===== src/rtl/cnt_pkg.sv =====
// Shared definitions for the counter-sharing arbiter: FSM state encoding and default sizes.
package cnt_pkg;

  typedef enum logic [1:0] {
    IDLE  = 2'd0,
    GRANT = 2'd1,
    COUNT = 2'd2,
    DONE  = 2'd3
  } state_t;

  localparam int N_REQ_DEF = 4;
  localparam int W_DEF     = 4;

endpackage


===== src/rtl/cnt_core.sv =====
// Clock-enabled, synchronously cleared W-bit up-counter that wraps to 0 on its terminal count.
module cnt_core #(
  parameter int W = 4
) (
  input  logic         clk,
  input  logic         R,
  input  logic         ce,
  input  logic [W-1:0] len_q,
  output logic [W-1:0] Q,
  output logic         tc
);

  logic [W-1:0] q_q;

  // Terminal is the last tick of the interval; the counter returns to 0 on it.
  assign tc = ce & (q_q == len_q);
  assign Q  = q_q;

  always_ff @(posedge clk) begin
    if (R) begin
      q_q <= '0;
    end else if (tc) begin
      q_q <= '0;
    end else if (ce) begin
      q_q <= q_q + 1'b1;
    end
  end

endmodule


===== src/rtl/cnt_share_arb.sv =====
// Round-robin arbiter sharing one cnt_core among N_REQ requesters.
// Optional abort path (requester withdraws mid-grant) enabled by defining CNT_SHARE_ABORT_EN.
module cnt_share_arb
  import cnt_pkg::*;
#(
  parameter int N_REQ = N_REQ_DEF,
  parameter int W     = W_DEF
) (
  input  logic               clk,
  input  logic               R,
  input  logic [N_REQ-1:0]   req,
  input  logic [N_REQ*W-1:0] len,
  input  logic               ce,
  output logic [N_REQ-1:0]   gnt,
  output logic [N_REQ-1:0]   done,
  output logic               busy,
  output logic [W-1:0]       Q,
`ifdef CNT_SHARE_ABORT_EN
  output logic               abort,
`endif
  output state_t             dbg_state
);

  localparam int IW = (N_REQ > 1) ? $clog2(N_REQ) : 1;

  // Handshake: a requester holds req high until it sees its one-cycle done
  // (or abort); req is only looked at in IDLE unless the abort path is built.
  state_t             state_q, state_d;
  logic [IW-1:0]      ptr_q, ptr_d;
  logic [IW-1:0]      win_q, win_d;
  logic [W-1:0]       len_q, len_d;
  logic [N_REQ-1:0]   gnt_q, gnt_d;
  logic [N_REQ-1:0]   done_q, done_d;
  logic               busy_q, busy_d;
  logic               abort_hit;
  logic               cnt_clr;
  logic               cnt_ce;
  logic               tc;
  logic [IW-1:0]      ptr_after_win;

  // First requester found scanning upward from p, wrapping at N_REQ.
  function automatic logic [IW-1:0] rr_pick(input logic [N_REQ-1:0] r,
                                            input logic [IW-1:0]    p);
    logic [IW-1:0] sel;
    logic          found;
    int            j;
    sel   = '0;
    found = 1'b0;
    for (int k = 0; k < N_REQ; k++) begin
      j = (int'(p) + k) % N_REQ;
      if (!found && r[j]) begin
        sel   = IW'(j);
        found = 1'b1;
      end
    end
    return sel;
  endfunction

  assign ptr_after_win = IW'((int'(win_q) + 1) % N_REQ);

`ifdef CNT_SHARE_ABORT_EN
  logic abort_q, abort_d;
  assign abort_hit = ((state_q == GRANT) || (state_q == COUNT)) && !req[win_q];
  assign abort     = abort_q;
`else
  assign abort_hit = 1'b0;
`endif

  // The counter only runs in COUNT; everywhere else it is held at 0.
  assign cnt_clr = R | (state_q != COUNT) | abort_hit;
  assign cnt_ce  = ce & (state_q == COUNT);

  cnt_core #(.W(W)) u_cnt (
    .clk   (clk),
    .R     (cnt_clr),
    .ce    (cnt_ce),
    .len_q (len_q),
    .Q     (Q),
    .tc    (tc)
  );

  always_comb begin
    state_d = state_q;
    ptr_d   = ptr_q;
    win_d   = win_q;
    len_d   = len_q;
    gnt_d   = gnt_q;
    done_d  = '0;
    busy_d  = busy_q;
`ifdef CNT_SHARE_ABORT_EN
    abort_d = 1'b0;
`endif
    case (state_q)
      IDLE: begin
        if (|req) begin
          win_d   = rr_pick(req, ptr_q);
          gnt_d   = N_REQ'(1) << win_d;
          busy_d  = 1'b1;
          state_d = GRANT;
        end
      end
      GRANT: begin
        len_d   = len[int'(win_q)*W +: W];
        state_d = COUNT;
      end
      COUNT: begin
        if (tc) begin
          done_d  = gnt_q;
          ptr_d   = ptr_after_win;
          state_d = DONE;
        end
      end
      DONE: begin
        gnt_d   = '0;
        busy_d  = 1'b0;
        state_d = IDLE;
      end
      default: state_d = IDLE;
    endcase
    if (abort_hit) begin
      gnt_d   = '0;
      done_d  = '0;
      busy_d  = 1'b0;
      ptr_d   = ptr_after_win;
      state_d = IDLE;
`ifdef CNT_SHARE_ABORT_EN
      abort_d = 1'b1;
`endif
    end
  end

  always_ff @(posedge clk) begin
    if (R) begin
      state_q <= IDLE;
      ptr_q   <= '0;
      win_q   <= '0;
      len_q   <= '0;
      gnt_q   <= '0;
      done_q  <= '0;
      busy_q  <= 1'b0;
    end else begin
      state_q <= state_d;
      ptr_q   <= ptr_d;
      win_q   <= win_d;
      len_q   <= len_d;
      gnt_q   <= gnt_d;
      done_q  <= done_d;
      busy_q  <= busy_d;
    end
  end

`ifdef CNT_SHARE_ABORT_EN
  always_ff @(posedge clk) begin
    if (R) begin
      abort_q <= 1'b0;
    end else begin
      abort_q <= abort_d;
    end
  end
`endif

  assign gnt       = gnt_q;
  assign done      = done_q;
  assign busy      = busy_q;
  assign dbg_state = state_q;

endmodule


===== config.mk =====
export PLATFORM = sky130hd
export DESIGN_NAME = cnt_share_arb
export DESIGN_NICKNAME = d
export VERILOG_FILES = /design/src/rtl/cnt_pkg.sv /design/src/rtl/cnt_core.sv /design/src/rtl/cnt_share_arb.sv
export SDC_FILE = /design/constraint.sdc
export NUM_CORES = 1
export LEC_CHECK = 0
export ABC_AREA = 1
export CAP_MARGIN = 0
export CELL_PAD_IN_SITES_DETAIL_PLACEMENT = 1
export CELL_PAD_IN_SITES_GLOBAL_PLACEMENT = 1
export CORE_UTILIZATION = 30
export CTS_CLUSTER_SIZE = 25
export DETAILED_ROUTE_END_ITERATION = 16
export PLACE_DENSITY = 0.77
export SLEW_MARGIN = 20
export SYNTH_ARGS = -nofsm -noshare
export SYNTH_HDL_FRONTEND = slang
export SYNTH_SLANG_ARGS = --single-unit

===== constraint.sdc =====
create_clock -name clk -period 1.55 [get_ports clk]
set_input_delay 0.31 -clock clk [delete_from_list [all_inputs] [get_ports clk]]
set_output_delay 0.31 -clock clk [all_outputs]
set_load 0.02 [all_outputs]

After elaboration in Yosys (flattened, before gate mapping)
Index checks and enable logic that the tools add are counted.
{"block": "totals", "rom_bits": 0, "latchBits": 0, "n_memories": 0, "in_bits": 23, "register_bits": 23, "wordCells": 85, "ram_bits": 0}
{"block": "op_classes", "muxes": 33, "mul": 0, "bitwise": 8, "n_reduce_logical": 18, "n_addsub": 5, "shift": 2, "div_mod_pow": 0, "magnitude_cmp": 4, "eq_ne": 7}
{"cell": "$mux W1", "n": 17}
{"cell": "$mux W2", "n": 8}
{"cell": "$shiftx A16 B5 Y4", "n": 1}
{"cell": "$lt A3 B4 Y1 const B", "n": 3}
{"cell": "$bmux W1 S2", "n": 4}
{"cell": "$pmux W2 S4", "n": 1}
{"cell": "$pmux W4 S2", "n": 1}
{"cell": "$reduce_and A2 Y1", "n": 4}
{"cell": "$reduce_or A2 Y1", "n": 4}
{"cell": "$ne A2 B2 Y1 const B", "n": 3}
{"cell": "$add A2 B1 Y2 const B", "n": 2}
{"cell": "$add A2 B2 Y2 const B", "n": 2}
{"cell": "$add A4 B1 Y4 const B", "n": 1}
{"cell": "$eq A2 B2 Y1 const B", "n": 2}
{"cell": "$eq A4 B4 Y1", "n": 1}
{"cell": "$mux W4", "n": 1}
{"cell": "$reduce_or A4 Y1", "n": 1}
{"cell": "$shl A1 B2 Y4 const A", "n": 1}
{"cell": "$and A1 B1 Y1 const A", "n": 3}
{"cell": "$logic_and A1 B1 Y1", "n": 3}
{"cell": "$logic_not A1 Y1", "n": 3}
{"cell": "$lt A2 B3 Y1 const B", "n": 1}
{"cell": "$reduce_or A3 Y1", "n": 1}
{"cell": "$and A1 B1 Y1", "n": 2}
{"cell": "other kinds (6)", "n": 7}

Logic depth before layout (Yosys ltp)
{"block": "logic_depth", "word_depth": 23, "mapped_depth": 13, "mapped_depth_nobuf": 12}

By module
A second synthesis with hierarchy kept.
{"block": "hier_totals", "hier_cells": 220, "hier_area_um2": 1427.6}
{"module": "cnt_share_arb", "area_each_um2": 1176.1, "seq_area_each_um2": 380.4, "instances": 1, "cells_each": 182}
{"module": "cnt_core", "area_each_um2": 251.5, "seq_area_each_um2": 80.1, "instances": 1, "cells_each": 38}

Least setup slack after synthesis
OpenSTA, ideal clock, no wires.
{"block": "synth_path", "path_kind": "reg-to-reg", "from": "register state_q[1], in the netlist dbg_state[1]", "to": "register state_q[1], in the netlist dbg_state[1]", "t_arrival_ns": 1.463, "n_path_buf": 0, "path_slack_ns": -0.039, "setup_time_ns": 0.126, "path_stages_with_launch": 9, "cell_sequence": "dfxtp_1 ha_1 nand2_1 a21oi_1 nand3_1 nand2_1 o21ai_0 o21ai_0 a21oi_1"}
{"block": "synth_between", "elab_chain_len": 5, "word_cells_on_any_way": 10, "classes_between": "eq/ne (5); mux (1); bitwise (2); reduce/logical (2)"}
{"item": "start: declaration", "line_no": "cnt_share_arb.sv:28", "source": "state_t state_q, state_d;"}
{"item": "start signal: assignment", "line_no": "cnt_share_arb.sv:142", "source": "state_q <= state_d;"}
{"item": "$eq A2 B2 Y1", "line_no": "cnt_share_arb.sv:71, cnt_share_arb.sv:93"}
{"item": "$and A1 B1 Y1", "line_no": "cnt_share_arb.sv:71", "source": "assign cnt_ce = ce & (state_q == COUNT);"}
{"item": "$and A1 B1 Y1", "line_no": "cnt_core.sv:16", "source": "assign tc = ce & (q_q == len_q);"}
{"item": "$ne A2 B2 Y1 (no line)"}
{"item": "$reduce_and A2 Y1 (no line)"}
Several ways; a longest one is shown, not always the timed one.
A chain may end at the register's enable or synchronous reset.

Worst setup path in the final report
{"block": "layout_path", "from": "register ptr_q[0]", "to": "register gnt_q[0], in the netlist gnt[0]"}
{"block": "layout_between", "elab_chain_len": 23, "word_cells_on_any_way": 38, "classes_between": "add/sub (3); shift (1); mux (28); reduce/logical (6)"}
{"item": "start: declaration", "line_no": "cnt_share_arb.sv:29", "source": "logic [IW-1:0] ptr_q, ptr_d;"}
{"item": "start signal: assignment", "line_no": "cnt_share_arb.sv:143", "source": "ptr_q <= ptr_d;"}
{"item": "$bmux W1 S2", "line_no": "cnt_share_arb.sv:51", "source": "if (!found && r[j]) begin"}
{"item": "$mux W1 (not written as such)", "line_no": "cnt_share_arb.sv:51"}
{"item": "$mux W1", "line_no": "cnt_share_arb.sv:51"}
{"item": "$mux W1", "line_no": "cnt_share_arb.sv:95", "source": "if (|req) begin"}
{"item": "$mux W1", "line_no": "cnt_share_arb.sv:93", "source": "case (state_q)"}
{"item": "$logic_not A1 Y1", "line_no": "cnt_share_arb.sv:51"}
{"item": "$logic_and A1 B1 Y1", "line_no": "cnt_share_arb.sv:51"}
{"item": "$mux W1", "line_no": "cnt_share_arb.sv:51"}
{"item": "[... 7 more ...]"}
{"item": "$logic_not A1 Y1", "line_no": "cnt_share_arb.sv:51"}
{"item": "$logic_and A1 B1 Y1", "line_no": "cnt_share_arb.sv:51"}
{"item": "$mux W2 *", "line_no": "cnt_share_arb.sv:51"}
{"item": "$mux W2 *", "line_no": "cnt_share_arb.sv:95"}
{"item": "$mux W2 *", "line_no": "cnt_share_arb.sv:93"}
{"item": "$shl A1 B2 Y4 *", "line_no": "cnt_share_arb.sv:97", "source": "gnt_d = N_REQ'(1) << win_d;"}
{"item": "$mux W4 *", "line_no": "cnt_share_arb.sv:95"}
{"item": "$pmux W4 S2 *", "line_no": "cnt_share_arb.sv:93"}
{"item": "end signal: assignment", "line_no": "cnt_share_arb.sv:146", "source": "gnt_q <= gnt_d;"}
{"item": "end: declaration", "line_no": "cnt_share_arb.sv:32", "source": "logic [N_REQ-1:0] gnt_q, gnt_d;"}
Every way passes the cells marked *; elsewhere a longest branch is shown, timed or not. The select of a mux whose other input is x is not followed.

==> results_dict.tcl <==
set metrics [dict create \
    hold_viol_final 0 \
    fin_util_pct 49.1 \
    die_w_microns 71.7 \
    crit_arrival_ns 1.73 \
    start_util_pct 32.4 \
    port_buffers 37 \
    grt_pass1_vias 1570 \
    p_int_mw 1.72 \
    insertion_delay_ns 0.27 \
    drc_errors 0 \
    first_pass_iters 4 \
    antenna_found_initial 0 \
    crit_path_max_incr_delay_ns 0.39 \
    fillers 583 \
    gr-total-overflow 0 \
    synth_edf_count 0 \
    path_delay_family "simple AND/OR/NAND/NOR gates" \
    grt_pass1_wl_microns 6870 \
    cp_max_fo 5 \
    path_cells "inv_4 -> buf_6 -> nand2_4 -> nand3_2 -> nand2_4 -> inv_4 -> nand3_2 -> nand2_2 -> a21oi_4 -> nand3_1 -> a21oi_1" \
    synthTopCellsByArea "dfxtp_1 (32%), nand2_1 (14%), inv_1 (8.5%), nor2_1 (6.7%), a21oi_1 (5.5%)" \
    crit_path_end_kind "flip-flop" \
    num_vias 1607 \
    syn_to_final_growth_pct 51.7 \
    root_buffer "clkbuf_8" \
    worstPathRequired_ns 1.75 \
    synth_nets 249 \
    synthCells 221 \
    grt_max_degree 14 \
    comb_power_share_pct 60.2 \
    numCtsBuffers 3 \
    design.core.area_sq_um 4500 \
    diodes 0 \
    async_flop_share_pct 0 \
    synth.avg_cell_area_sq_um 6.60 \
    die_h_microns 71.7 \
    min_period_ns 1.53 \
    final_area_sq_um 2210 \
    place_congestion 0.784 \
    place_area_sq_um 2000 \
    seqPwrFrac_pct 28.0 \
    drt-initial-drc-count 53 \
    start_kind "flip-flop" \
    cts.path.max_buffers 2 \
    synthFlopType "dfxtp_1" \
    peakVddDrop_mv 0.812 \
    viasPerCell 4.87 \
    fmax_mhz 655 \
    drv_slew 0 \
    drv_cap 0 \
    ant_nets 0 \
    rows 24 \
    cp_num_buf_inv 3 \
    drive_gt1_share_pct 30.2 \
    power_mw 3.19 \
    syn_area_sq_um 1460 \
    final_nets 307 \
    pwr-share-clk_pct 11.8 \
    die_area_sq_um 5140 \
    p_leak_nw 1.07 \
    ys_types 29 \
    tightest_slew_ns 0.349 \
    run_status "finished clean" \
    synth_top_area_share_pct 31.6 \
    ys_ff_latch 23 \
    slew_headroom_pct 76.7 \
    setup_viol 0 \
    htreeDepth 1 \
    layout_setup_ws_ns 0.0221 \
    worst_path_max_delay_cell "dfxtp_4" \
    powerDensity_nw_per_um2 1440 \
    post_drt_wl_per_cell_microns 13.3 \
    io_pins 38 \
    yosys_warnings 0 \
    period_share_pct 98.6 \
    ys_seq_area_share_pct 31.6 \
    criticalPathCategory "flip-flop to flip-flop" \
    cts.sink_count 23 \
    hp-class "flip-flop to flip-flop" \
    finClkSkew_ns 0.00269 \
    post-place-ws_ns -0.350 \
    yosysTopAreaCell "dfxtp_1" \
    rsz0062_at_grt "yes" \
    grt_usage_pct 16.8 \
    dp_hpwl_microns 3370 \
    cts_tree "done" \
    power.share.switching_pct 46.0 \
    clkSlewWorstSetupHoldPaths_ns 0.08 \
    p_sw_mw 1.47 \
    drt_wl_total_microns 4390 \
]
kinds of logic after synthesis:
logic type | count (synthesis) | synth area share [%]
adder cells (fa/ha/maj) | 5 | 4.29
AND/OR/NAND/NOR | 108 | 33.9
multiplexers | 2 | 1.37
XOR/XNOR | 3 | 1.80
AO/OA/AOI/OAI | 40 | 15.6
flip-flops | 23 | 31.6
buffers and inverters | 40 | 11.4
tightest hold or removal path: cells and delay by family (launching register included):
| kind | cells | cell delay (ns) |
|---|---|---|
| flops | 1 | 0.33 |
| buf+inv | 1 | 0.05 |
| simple gates | 1 | 0.03 |
registers in the layout, indices dropped and copies added (netlist names):
signal     cells
dbg_state      2
u_cnt.Q        4
ptr_q          2
len_q          4
win_q          2
done           4
gnt            4
busy           1
cell usage after synthesis, types with 3 or more instances:
cell type / number
a21oi_1: 16
dfxtp_1: 23
ha_1: 5
inv_1: 33
nand2_1: 54
nand2_2: 5
nand2_4: 3
nand3_1: 10
nand3_2: 3
nor2_1: 26
o21ai_0: 15
xor2_1: 3
timing repair:
action / CTS / global route
pin swaps: 2 / 25
setup buffers: 0 / 2
resized for setup: 21 / 54
endpoints found under the setup margin: 18 / 15
hold buffers: 0 / 0
metal layers:
layer	part of all wire, %	wire length [microns]	GRT usage (%)	up-vias
li1	-	-	-	822
met1	46	2020	21.6	757
met2	51	2220	29.5	26
met3	2.8	121	3.80	2
met4	0.57	25	2.61	0
met5	0	0	0	-
placed cells by master (no fill, tap or decap), types with 10 or more instances in the layout:
cell type        count
nand2_1             33
o21ai_0             10
dfxtp_1             19
buf_4               17
inv_1               27
nor2_1              23
a21oi_1             13
dlygate4sd2_1       12
clkdlybuf4s50_1     22
nand2_2             21
path summary, 6_finish.rpt:
check | startpoint | endpoint | slack, ns | cells past startpoint
worst max-delay path | ptr_q[0] | gnt[0] | 0.02 | 11
worst min-delay path | gnt[3] | done[3] | 0.45 | 2
worst max register to register | ptr_q[0] | gnt[0] | 0.02 | 11
worst min register to register | gnt[3] | done[3] | 0.45 | 2
stage by stage:
stage,hold WS (ns),TNS (ns),cells
after floorplan,0.501,0,221
after detailed placement,0.445,-3.19,324
after global routing,0.479,-0.229,330
final,0.455,0,330
after global placement,0.438,-2.58,324
after CTS,0.458,0,328
power groups by stage:
stage	logic [mW]	clock network (mW)	registers, mW
after detailed placement	1.68	0	0.890
final	1.92	0.376	0.891
after global placement	1.63	0	0.887
after global routing	2.13	0.414	0.914
after floorplan	0.994	0	0.921
after CTS	1.67	0.395	0.883
final cells by class:
type                    count  area (sq um)  area share [%]
repair buffers             58           536            24.2
clock buffers               3          41.3            1.87
multi-input cells         158           960            43.4
well taps                  52          65.1            2.94
flip-flops and latches     23           468            21.2
clock inverters             1          5.00           0.226
inverters                  35           136            6.17
No activity file was read; power rests on OpenSTA's default activity.
